===== src/rtl/axi2lbus_slave_pkg.sv =====
// axi2lbus_slave_pkg: AXI3 types and bridge FSM states shared by axi2lbus_slave and its sub-module
package axi2lbus_slave_pkg;
  localparam int AXI3_LEN_W = 4;
  typedef logic [2:0] axi3_size_t;
  typedef enum logic [1:0] {BST_FIXED = 2'd0, BST_INCR = 2'd1, BST_WRAP = 2'd2, BST_RSVD = 2'd3} axi3_bst_t;
  typedef enum logic [1:0] {RESP_OKAY = 2'd0, RESP_EXOKAY = 2'd1, RESP_SLVERR = 2'd2, RESP_DECERR = 2'd3} axi3_resp_t;
  typedef enum logic [2:0] {IDLE, WR_DATA, WR_REQ, WR_WAIT, WR_RESP, RD_REQ, RD_WAIT, RD_DATA} state_t;
endpackage


===== src/rtl/axi2lbus_slave_addr_gen.sv =====
// axi_burst_addr_gen: next beat address; WRAP/reserved bursts step like INCR but flag an error
module axi_burst_addr_gen
  import axi2lbus_slave_pkg::*;
#(
  parameter int AddrW = 8
) (
  input  logic [AddrW-1:0] i_addr,
  input  axi3_bst_t        i_burst,
  input  logic [AddrW-1:0] i_step,
  output logic [AddrW-1:0] o_addr,
  output logic             o_err
);
  // FIXED holds, everything else advances by the step (wrapping at the address width)
  always_comb begin
    o_addr = (i_burst == BST_FIXED) ? i_addr : i_addr + i_step;
    o_err  = (i_burst != BST_FIXED) && (i_burst != BST_INCR);
  end
endmodule


===== src/rtl/axi2lbus_slave.sv =====
// axi2lbus_slave: AXI3 slave splitting bursts into single-beat lbus accesses; optional lbus timeout via AXI2LBUS_SLAVE_TIMEOUT_EN
module axi2lbus_slave
  import axi2lbus_slave_pkg::*;
#(
  parameter int AddrW = 8,
  parameter int DataW = 32,
  parameter int IdW = 2,
  parameter int AxiIdW = 4,
  parameter logic [IdW-1:0] BusId = '0,
  parameter int TimeoutCyc = 255,
  localparam int StrbW = DataW / 8
) (
  input  logic                  clk,
  input  logic                  reset,
  input  logic [AxiIdW-1:0]     axi_awid,
  input  logic [AddrW-1:0]      axi_awaddr,
  input  logic [AXI3_LEN_W-1:0] axi_awlen,
  input  axi3_size_t            axi_awsize,
  input  axi3_bst_t             axi_awburst,
  input  logic                  axi_awvalid,
  output logic                  axi_awreadyo,
  input  logic [DataW-1:0]      axi_wdata,
  input  logic [StrbW-1:0]      axi_wstrb,
  input  logic                  axi_wlast,
  input  logic                  axi_wvalid,
  output logic                  axi_wreadyo,
  output logic [AxiIdW-1:0]     axi_bido,
  output axi3_resp_t            axi_brespo,
  output logic                  axi_bvalido,
  input  logic                  axi_bready,
  input  logic [AxiIdW-1:0]     axi_arid,
  input  logic [AddrW-1:0]      axi_araddr,
  input  logic [AXI3_LEN_W-1:0] axi_arlen,
  input  axi3_size_t            axi_arsize,
  input  axi3_bst_t             axi_arburst,
  input  logic                  axi_arvalid,
  output logic                  axi_arreadyo,
  output logic [AxiIdW-1:0]     axi_rido,
  output logic [DataW-1:0]      axi_rdatao,
  output axi3_resp_t            axi_rrespo,
  output logic                  axi_rlasto,
  output logic                  axi_rvalido,
  input  logic                  axi_rready,
  output logic                  bus_reqo,
  output logic [IdW-1:0]        bus_ido,
  output logic [StrbW-1:0]      bus_strbo,
  output logic [AddrW-1:0]      bus_addro,
  output logic [DataW-1:0]      bus_wdatao,
  input  logic                  bus_ready,
  input  logic [IdW-1:0]        bus_id,
  input  logic [DataW-1:0]      bus_rdata,
  input  logic                  bus_busy
);
  localparam axi3_size_t FullSize = axi3_size_t'($clog2(StrbW));
  state_t                r_state, w_next;
  logic [AxiIdW-1:0]     r_id;
  logic [AddrW-1:0]      r_addr, w_addr_nxt;
  logic [AXI3_LEN_W-1:0] r_len, r_cnt;
  axi3_bst_t             r_burst;
  logic                  r_err, r_last_wr;
  logic [DataW-1:0]      r_wdata, r_rdata;
  logic [StrbW-1:0]      r_strb;
  logic                  w_last, w_req, w_done, w_to, w_gen_err, w_wlast_err, w_adv, w_wait, w_unused;

  axi_burst_addr_gen #(.AddrW(AddrW)) u_addr_gen (
    .i_addr (r_addr),
    .i_burst(r_burst),
    .i_step (AddrW'(StrbW)),
    .o_addr (w_addr_nxt),
    .o_err  (w_gen_err)
  );

  assign w_last      = r_cnt == r_len;
  assign w_wait      = (r_state == WR_WAIT) || (r_state == RD_WAIT);
  assign w_req       = ((r_state == WR_REQ) || (r_state == RD_REQ)) && !bus_busy;
  assign w_wlast_err = (r_state == WR_DATA) && axi_wvalid && (axi_wlast != w_last);
  assign w_unused    = ^bus_id ^ (TimeoutCyc == 0);

`ifdef AXI2LBUS_SLAVE_TIMEOUT_EN
  logic [15:0] r_to;
  assign w_to = w_wait && !bus_ready && (r_to == 16'(TimeoutCyc));
  // wait-cycle counter, restarted by every lbus request
  always_ff @(posedge clk) r_to <= (reset || w_req) ? '0 : w_wait ? r_to + 16'd1 : r_to;
`else
  assign w_to = 1'b0;
`endif
  assign w_done = bus_ready || w_to;

  // next state, AXI address handshakes and beat-complete strobe
  always_comb begin
    w_next       = r_state;
    axi_awreadyo = 1'b0;
    axi_arreadyo = 1'b0;
    w_adv        = 1'b0;
    case (r_state)
      IDLE: begin
        axi_awreadyo = axi_awvalid && (!axi_arvalid || !r_last_wr);
        axi_arreadyo = axi_arvalid && !axi_awreadyo;
        w_next       = axi_awreadyo ? WR_DATA : axi_arreadyo ? RD_REQ : IDLE;
      end
      WR_DATA: if (axi_wvalid) begin
        w_adv  = axi_wstrb == '0;
        w_next = (axi_wstrb != '0) ? WR_REQ : w_last ? WR_RESP : WR_DATA;
      end
      WR_REQ:  w_next = bus_busy ? WR_REQ : WR_WAIT;
      WR_WAIT: if (w_done) begin
        w_adv  = 1'b1;
        w_next = w_last ? WR_RESP : WR_DATA;
      end
      WR_RESP: w_next = axi_bready ? IDLE : WR_RESP;
      RD_REQ:  w_next = bus_busy ? RD_REQ : RD_WAIT;
      RD_WAIT: w_next = w_done ? RD_DATA : RD_WAIT;
      RD_DATA: if (axi_rready) begin
        w_adv  = 1'b1;
        w_next = w_last ? IDLE : RD_REQ;
      end
      default: w_next = IDLE;
    endcase
  end

  assign axi_wreadyo = r_state == WR_DATA;
  assign axi_bvalido = r_state == WR_RESP;
  assign axi_bido    = r_id;
  assign axi_brespo  = r_err ? RESP_SLVERR : RESP_OKAY;
  assign axi_rvalido = r_state == RD_DATA;
  assign axi_rido    = r_id;
  assign axi_rdatao  = r_rdata;
  assign axi_rrespo  = r_err ? RESP_SLVERR : RESP_OKAY;
  assign axi_rlasto  = axi_rvalido && w_last;
  assign bus_reqo    = w_req;
  assign bus_ido     = BusId;
  assign bus_strbo   = (r_state == WR_REQ) ? r_strb : '0;
  assign bus_addro   = r_addr;
  assign bus_wdatao  = r_wdata;

  // state, latched command, sticky error and beat datapath
  always_ff @(posedge clk) begin
    if (reset) begin
      r_state   <= IDLE;
      r_id      <= '0;
      r_addr    <= '0;
      r_len     <= '0;
      r_cnt     <= '0;
      r_burst   <= BST_FIXED;
      r_err     <= 1'b0;
      r_last_wr <= 1'b0;
      r_wdata   <= '0;
      r_strb    <= '0;
      r_rdata   <= '0;
    end else begin
      r_state <= w_next;
      if (axi_awreadyo || axi_arreadyo) begin
        r_id      <= axi_awreadyo ? axi_awid : axi_arid;
        r_addr    <= axi_awreadyo ? axi_awaddr : axi_araddr;
        r_len     <= axi_awreadyo ? axi_awlen : axi_arlen;
        r_burst   <= axi_awreadyo ? axi_awburst : axi_arburst;
        r_err     <= (axi_awreadyo ? axi_awsize : axi_arsize) != FullSize;
        r_cnt     <= '0;
        r_last_wr <= axi_awreadyo;
      end else if (r_state != IDLE) begin
        r_err <= r_err | w_gen_err | w_wlast_err | w_to;
        if (w_adv) begin
          r_cnt  <= r_cnt + 1'b1;
          r_addr <= w_addr_nxt;
        end
      end
      if ((r_state == WR_DATA) && axi_wvalid) begin
        r_wdata <= axi_wdata;
        r_strb  <= axi_wstrb;
      end
      if ((r_state == RD_WAIT) && w_done) r_rdata <= w_to ? '0 : bus_rdata;
    end
  end
endmodule


===== config.mk =====
export PLATFORM = sky130hd
export DESIGN_NAME = axi2lbus_slave
export DESIGN_NICKNAME = d
export VERILOG_FILES = /design/src/rtl/axi2lbus_slave_pkg.sv /design/src/rtl/axi2lbus_slave_addr_gen.sv /design/src/rtl/axi2lbus_slave.sv
export SDC_FILE = /design/constraint.sdc
export NUM_CORES = 1
export LEC_CHECK = 0
export CORE_ASPECT_RATIO = 1.5
export CORE_MARGIN = 2
export CORE_UTILIZATION = 44
export DETAILED_ROUTE_END_ITERATION = 8
export PLACE_DENSITY = 0.86
export SLEW_MARGIN = 20
export SYNTH_ARGS = -nofsm -noshare
export SYNTH_HDL_FRONTEND = slang
export SYNTH_HIERARCHICAL = 1
export SYNTH_SLANG_ARGS = --single-unit

===== constraint.sdc =====
create_clock -name clk -period 3.4 [get_ports clk]
set_input_delay 0.68 -clock clk [delete_from_list [all_inputs] [get_ports clk]]
set_output_delay 0.68 -clock clk [all_outputs]
set_load 0.01 [all_outputs]

==> impl_metrics.toml, run 1 <==
[clocking]
cts-root-buf = "clkbuf_16"
post-cts-setup-buffer-count = 0
cts_resized = 0
clockBufferDepth = 2
cts_buffers = 9
htree_levels = 3
hold_buffers = 0
worstSkewPairLatency_ns = 0.34
clkSlewWorstSetupHoldPaths_ns = 0.07
cts_tree = "done"
clock_sinks = 95

[layout]
layout-area-overhead-vs-synth_pct = 55.3
final_layout_size_suffix_gt1_frac = 0.0502
nNetsFinal = 903
fill_cells = 794
antenna-diode-count = 0
final_cells = 894
fin_area_um2 = 6960

[synth]
synth.area.mux_share = 0.0363
synthAdderAreaFrac = 0.0268
syn_area_um2 = 4480
synth_xor_area_frac = 0.0156
synthArstFlopShare = 0
ys_ff_latch = 95
synth_edf_count = 0
netlist_top_cells_area = "dfxtp_1 42%, nand2_1 15%, a21oi_1 8.4%, a311oi_1 3.5%, mux2i_1 3.1%"
yosys.area.top_type = "dfxtp_1"
synth_cells = 574
yosys_warnings = 6
synth_top_family_by_area = "simple AND/OR/NAND/NOR gates"
synth_cell_types = 53
synth_compound_area_frac = 0.198
synth.avg_cell_area_um2 = 7.81
synth-main-ff-cell = "dfxtp_1"
seq_area_frac_synth = 0.424
synth_commonest_cells = "181 x nand2_1, 95 x dfxtp_1, 75 x a21oi_1, 33 x clkbuf_1"
synth-simple-area-share = 0.238
netlist.area_leader.share = 0.424
synth.most_common_cell = "nand2_1"

[placed_design]
portBuffers = 212
place_worst_setup_slack_ns = 0.660
hpwl_um = 10000
dpl-instance-area_um2 = 6670
gp_congestion = 0.822
post-place-cells = 878

[grt]
grt_pass1_wl_um = 21300
grt_pass1_vias = 4592
antenna_found_initial = 0
gr-total-overflow = 0
grt_max_degree = 38
track_usage = 0.239

[timing]
rsz0062_at_grt = "false"
setup_tns_ns = 0
maxSlewViolCount = 0
min_period_over_period = 0.856
tightest_slew_ns = 0.765
finalCriticalPeriod_ns = 2.91
setup_ws_ns = 0.489
slew-limit-headroom = 0.489
hold_ws_ns = 0.454
hold_viol = 0
max_freq_ghz = 0.343
setup_viol = 0
skew_ns = 0.00812

[power_and_ir_drop]
ir_worst_vdd_mv = 0.690
cellPowerDensity_nw_per_um2 = 644
p_leak_nw = 2.59

[routing]
met2_length_um = 7260
top_layer = "met4"
first_pass_iters = 4
drc = 0
wl_per_cell_um = 15.0
drt-initial-drc-count = 206
dr_wl_met3_um = 754
wl_um = 13400
ant_nets = 0
wl_met1_um = 5040
vias_per_cell = 5.23
vias = 4673

[die]
io_pins = 219
dieArea_um2 = 11000
fp.dieH_um = 128
rows = 45
die_w_um = 86.4
start_util = 0.447
core_um2 = 10000

[critical_path]
cp_max_fo = 16
worstSetupPathType = "reg -> out"
setup.worst_path.start_class = "register"
crit_arrival_ns = 2.23
crit_required_ns = 2.72
worst_setup_path_end_kind = "output pin"

[run]
maxCapViolCount = 0

[hold_path]
hold_class = "reg -> reg"

[status]
status = "complete, no violations"
==> through the flow <==
step	power, mW	util
2_1_floorplan	2.72	-
3_3_place_gp	3.41	0.665
6_report	4.49	0.695
5_1_grt	4.76	0.695
4_1_cts	4.50	0.695
3_5_place_dp	3.47	0.665
==> flip-flops by register name, indices dropped and copies added (netlist names), 3 cells and up <==
signal and cells:
axi_rdatao 32, r_state 3, bus_addro 8, r_len 4, r_cnt 4, r_strb 4, bus_wdatao 32, axi_bido 4
==> critical path, stage by stage (launching register included) <==
cell and delay, ns:
dfxtp_1 0.48, nor3_1 0.48, and3_1 0.34, clkdlybuf4s50_1 0.59
==> kinds of logic (layout without fill, tap and decap cells) <==
group | after synthesis | in the layout
muxes | 16 | 16
xor gates and xnor gates | 8 | 8
AOI/OAI and AO/OA | 140 | 140
adders and majority gates | 9 | 9
DFF | 95 | 95
buffers and inverters | 59 | 247
and+or+nand+nor | 245 | 245
other | 2 | 17
==> worst paths after layout <==
path	startpoint	endpoint	slack (ns)	cells after the start
max reg2reg	r_state[1]	r_len[2]	1.02	4
max	r_state[1]	axi_arreadyo	0.49	3
min	bus_wdatao[12]	bus_wdatao[12]	0.45	2
min reg2reg	bus_wdatao[12]	bus_wdatao[12]	0.45	2
==> area by class of cell <==
type,instances,area [um2],share of cell area
multi-input cells,435,2380,0.342
clock inverters,6,68.8,0.00988
well taps,117,146,0.0210
repair buffers,224,2210,0.317
inverters,7,26.3,0.00377
clock buffers,10,229,0.0329
flip-flops and latches,95,1900,0.273
==> routing by layer <==
layer / up-vias / GRT usage
li1: 2324 / -
met1: 2133 / 0.252
met2: 188 / 0.448
met3: 28 / 0.0504
met5: - / 0
met4: 0 / 0.100
==> power by group <==
part | internal [mW] | total [mW] | switching [mW]
clock | 0.573 | 1.01 | 0.437
combinational | 0.972 | 1.98 | 1.01
sequential | 1.32 | 1.50 | 0.181
total | 2.86 | 4.49 | 1.63
==> placed cells by master (no fill, tap or decap), types with 5 or more instances in the layout <==
| cell type | n |
|---|---|
| a211oi_1 | 6 |
| a21oi_1 | 75 |
| a311oi_1 | 18 |
| and2_1 | 7 |
| buf_4 | 12 |
| clkbuf_16 | 9 |
| clkdlybuf4s50_1 | 211 |
| conb_1 | 17 |
| dfxtp_1 | 95 |
| ha_1 | 8 |
| inv_1 | 7 |
| mux2i_1 | 14 |
| nand2_1 | 181 |
| nand3_1 | 5 |
| nor2_1 | 18 |
| nor3_1 | 6 |
| o21ai_0 | 7 |
| o21bai_1 | 9 |
| xor2_1 | 7 |
(Power assumes the default switching activity.)
==> run 2, diff against run 1 <==
ABC_AREA = 1   (was unset)
==> impl_metrics.toml, run 2 <==
[clocking]
hold_buffers = 0
cts_resized = 0
clockBufferDepth = 2
cts-root-buf = "clkbuf_16"
cts_tree = "done"
htree_levels = 3
clock_sinks = 95
post-cts-setup-buffer-count = 0
cts_buffers = 9
clkSlewWorstSetupHoldPaths_ns = 0.07
worstSkewPairLatency_ns = 0.34

[timing]
hold_viol = 0
rsz0062_at_grt = "false"
skew_ns = 0.0101
hold_ws_ns = 0.458
setup_viol = 0
max_freq_ghz = 0.344
finalCriticalPeriod_ns = 2.91
slew-limit-headroom = 0.508
maxSlewViolCount = 0
setup_tns_ns = 0
tightest_slew_ns = 0.737
min_period_over_period = 0.856

[critical_path]
worst_setup_path_end_kind = "output pin"
crit_chain = "clkdlybuf4s50_1 > inv_1 > nor3_1 > clkdlybuf4s50_1"
worstSetupPathType = "in -> out"
r2r-start = "r_state[2]"
crit_slowest_cell = "clkdlybuf4s50_1"
crit_arrival_ns = 2.23
r2r_cells = 8
critPathMaxStageDelay_ns = 0.61
cp_max_fo = 2
crit_required_ns = 2.72
cp_common_cell = "clkdlybuf4s50_1"
cp_top_family = "buffers and inverters"
crit_start = "axi_arvalid"
r2r-end = "bus_addro[5]"
setup.worst_path.start_class = "primary input"
worst-path-buf-inv = 3
r2r_slack_ns = 1.61

[status]
status = "complete, no violations"

[power_and_ir_drop]
ir_worst_vdd_mv = 0.437
comb_power_share = 0.447
p_switching_mw = 1.80
p_leak_nw = 2.89
power_mw = 4.78
pwr-share-clk = 0.234
seqPwrFrac = 0.319
p_int_mw = 2.98
cellPowerDensity_nw_per_um2 = 680
switching_share = 0.377

[layout]
mostFrequentLayoutCells = "212 x clkdlybuf4s50_1, 196 x nor2_1, 95 x dfxtp_1"
fin_area_um2 = 7030
nNetsFinal = 981
final_layout_size_suffix_gt1_frac = 0.0713
antenna-diode-count = 0
utilization = 0.694
layout-area-overhead-vs-synth_pct = 53.2
final_common_cell = "clkdlybuf4s50_1"

[synth]
netlist.area_leader.share = 0.414
synth_edf_count = 0
seq_area_frac_synth = 0.414
synth.avg_cell_area_um2 = 7.08
synth_cell_types = 44
synth_cells = 648
synthArstFlopShare = 0
yosys_warnings = 6
syn_area_um2 = 4590
synth-main-ff-cell = "dfxtp_1"
synth_commonest_cells = "196 x nor2_1, 95 x dfxtp_1, 84 x nand2_1, 83 x o21ai_0, 39 x inv_1"
yosys.area.top_type = "dfxtp_1"
ys_ff_latch = 95
synth.most_common_cell = "nor2_1"
netlist_top_cells_area = "dfxtp_1 41%, nor2_1 16%, o21ai_0 9.0%, nand2_1 6.9%, inv_1 3.2%"

[hold_path]
min_from = "r_strb[0]"
min_delay_path_depth = 2
hold_class = "reg -> reg"
min_to = "r_strb[0]"

[placed_design]
dpl-instance-area_um2 = 6700
portBuffers = 212
gp_congestion = 0.849
hpwl_um = 10700

[routing]
first_pass_iters = 4
wl_per_cell_um = 14.3
drt-initial-drc-count = 209
ant_nets = 0
wl_um = 13900
vias = 4868
vias_per_cell = 5.01
drc = 0

[die]
core_um2 = 10100
start_util = 0.453
die_w_um = 87.4
fp.dieH_um = 129
dieArea_um2 = 11300
io_pins = 219
rows = 45

[grt]
antenna_found_initial = 0
grt_max_degree = 51
grt_pass1_wl_um = 22500
track_usage = 0.249
grt_pass1_vias = 4935
gr-total-overflow = 0

[run]
maxCapViolCount = 0
run 2: final cells by class:
cell class                 count  area (um2)
clock inverter                 6        91.3
sequential                    95        1900
inverter                      46         181
clock buffer                  10         239
timing repair buffer         218        2180
fill                         827        3100
multi-input combinational    480        2290
tap                          117         146
run 2: worst max-delay path by stage:
stage	to	slack [ns]	depth (start not counted)
2_1_floorplan	axi_awreadyo	1.47	5
3_3_place_gp	axi_arreadyo	0.46	4
3_5_place_dp	axi_arreadyo	0.47	4
4_1_cts	axi_arreadyo	0.47	4
5_1_grt	axi_arreadyo	0.43	4
6_report	axi_arreadyo	0.49	4
run 2: per-layer routing:
layer / track usage / vias up / share of wire
met3: 0.0662 / 34 / 0.073
met5: 0 / - / 0
li1: - / 2452 / -
met1: 0.255 / 2210 / 0.36
met2: 0.456 / 172 / 0.54
met4: 0.126 / 0 / 0.032
run 2: worst min-delay path: cells and delay by family, from the launching register on:
| family | cells | cell delay [ns] |
|---|---|---|
| buffers and inverters | 1 | 0.06 |
| AO/OA/AOI/OAI | 1 | 0.06 |
| flip-flops | 1 | 0.30 |
run 2: cell families (layout without fill, tap and decap cells):
kind of cell | Yosys count | in the layout | synth area share
AO/OA/AOI/OAI | 130 | 130 | 0.161
XOR/XNOR | 2 | 2 | 0.00382
adder cells (fa/ha/maj) | 9 | 9 | 0.0262
buffers and inverters | 84 | 280 | 0.0954
flip-flops | 95 | 95 | 0.414
other | 2 | 13 | 0.00164
AND/OR/NAND/NOR | 326 | 326 | 0.298
run 2: power by group through the flow:
stage / combinational (mW) / clock, mW / sequential [mW]
floorplan: 1.33 / 0 / 1.58
global placement: 2.08 / 0 / 1.53
detailed placement: 2.13 / 0 / 1.55
CTS: 2.14 / 1.13 / 1.52
global route: 2.38 / 1.18 / 1.56
finish: 2.14 / 1.12 / 1.53
run 2: through the flow:
stage	instances	setup slack [ns]
CTS	972	0.466
floorplan	659	1.47
finish	972	0.491
global placement	956	0.455
detailed placement	956	0.472
global route	972	0.430
==> run 3, diff against run 2 <==
CORE_ASPECT_RATIO = 0.7   (was 1.5)
CTS_BUF_LIST = sky130_fd_sc_hd__clkbuf_8 sky130_fd_sc_hd__clkbuf_16   (was unset)
==> impl_metrics.toml, run 3 (synthesis results as in run 2) <==
[timing]
skew_ns = 0.00820
hold_viol = 0
setup_viol = 0
max_freq_ghz = 0.356
finalCriticalPeriod_ns = 2.81
setup_tns_ns = 0
slew-limit-headroom = 0.305
rsz0062_at_grt = "false"
tightest_slew_ns = 1.04
maxSlewViolCount = 0
min_period_over_period = 0.826

[power_and_ir_drop]
cellPowerDensity_nw_per_um2 = 662
switching_share = 0.386
p_leak_nw = 2.87
p_int_mw = 2.84
pwr-share-clk = 0.208
ir_worst_vdd_mv = 0.327
p_switching_mw = 1.79
comb_power_share = 0.463
seqPwrFrac = 0.329

[clocking]
htree_levels = 3
clock_sinks = 95
post-cts-setup-buffer-count = 0
clockBufferDepth = 2
cts-root-buf = "clkbuf_16"
cts_resized = 0
clkSlewWorstSetupHoldPaths_ns = 0.06
worstSkewPairLatency_ns = 0.34
cts_buffers = 9
cts_tree = "done"
hold_buffers = 0

[critical_path]
r2r_slack_ns = 1.53
crit_arrival_ns = 2.13
crit_required_ns = 2.72
r2r-start = "r_state[2]"
setup.worst_path.start_class = "primary input"
r2r-end = "axi_rdatao[24]"
worstSetupPathType = "in -> out"
worst_setup_path_end_kind = "output pin"
r2r_cells = 4
cp_max_fo = 2

[run]
maxCapViolCount = 0

[status]
status = "complete, no violations"

[layout]
layout-area-overhead-vs-synth_pct = 52.4
final_layout_size_suffix_gt1_frac = 0.0702
antenna-diode-count = 0
mostFrequentLayoutCells = "212 x clkdlybuf4s50_1, 196 x nor2_1, 95 x dfxtp_1"
nNetsFinal = 981
utilization = 0.683
fill_cells = 825
final_common_cell = "clkdlybuf4s50_1"
final_cells = 987

[routing]
vias = 4760
wl_per_cell_um = 13.4
vias_per_cell = 4.82
first_pass_iters = 5
drt-initial-drc-count = 276
ant_nets = 0
drc = 0
wl_um = 13200

[die]
fp.dieH_um = 89.5
rows = 31
dieArea_um2 = 11300
die_w_um = 126
core_um2 = 10200
io_pins = 219
start_util = 0.448

[grt]
track_usage = 0.234
antenna_found_initial = 0
grt_pass1_vias = 4433
grt_max_degree = 42
grt_pass1_wl_um = 21100
gr-total-overflow = 0

[hold_path]
min_to = "r_strb[2]"
hold_class = "reg -> reg"
min_from = "r_strb[2]"
min_delay_path_depth = 2

[placed_design]
hpwl_um = 9850
gp_congestion = 0.799
portBuffers = 212
post-place-cells = 971
run 3: cell types whose count changed in the layout (fill, tap and decap cells not counted), sizes merged:
cell,change
clkbuf,+1
clkinv,+1
bufinv,-2
clkinvlp,+1
inv,-1
run 3: critical path: stages:
cell             delay, ns
clkdlybuf4s50_1       0.45
inv_1                 0.07
a21oi_1               0.22
nand2_2               0.10
clkinv_2              0.06
clkdlybuf4s50_1       0.53
run 3: layer usage:
layer / vias up / wire length (um) / GRT usage
li1: 2456 / - / -
met1: 2112 / 5990 / 0.304
met2: 179 / 5710 / 0.369
met3: 13 / 1380 / 0.0952
met4: 0 / 140 / 0.0529
met5: - / 0 / 0
run 3: stage by stage:
step	hold slack [ns]	worst slack, ns	cell area, um2	power (mW)
4_1_cts	0.462	0.584	6990	4.65
5_1_grt	0.497	0.516	6990	4.97
3_5_place_dp	0.451	0.589	6710	3.67
6_report	0.458	0.592	6990	4.63
2_1_floorplan	0.427	1.47	4630	2.91
3_3_place_gp	0.442	0.618	6710	3.64
run 3: final cells by class:
cell class,count,area [um2],share of cell area
Multi-Input combinational cell,480,2290,0.328
Clock buffer,11,253,0.0361
Clock inverter,5,33.8,0.00483
Tap cell,132,165,0.0236
Timing Repair Buffer,218,2170,0.310
Sequential cell,95,1900,0.272
Inverter,46,181,0.0259
run 3: worst max path at each step:
stage | startpoint | endpoint | slack [ns]
detailed placement | axi_arvalid | axi_arreadyo | 0.59
CTS | axi_arvalid | axi_arreadyo | 0.58
floorplan | axi_awvalid | axi_awreadyo | 1.47
finish | axi_awvalid | axi_awreadyo | 0.59
global placement | axi_arvalid | axi_arreadyo | 0.62
global route | axi_arvalid | axi_arreadyo | 0.52
run 3: power groups by stage:
stage	clock network, mW	registers (mW)	logic, mW
3_5_place_dp	0	1.54	2.13
2_1_floorplan	0	1.58	1.33
3_3_place_gp	0	1.53	2.10
4_1_cts	0.981	1.52	2.14
6_report	0.963	1.52	2.14
5_1_grt	1.03	1.55	2.39
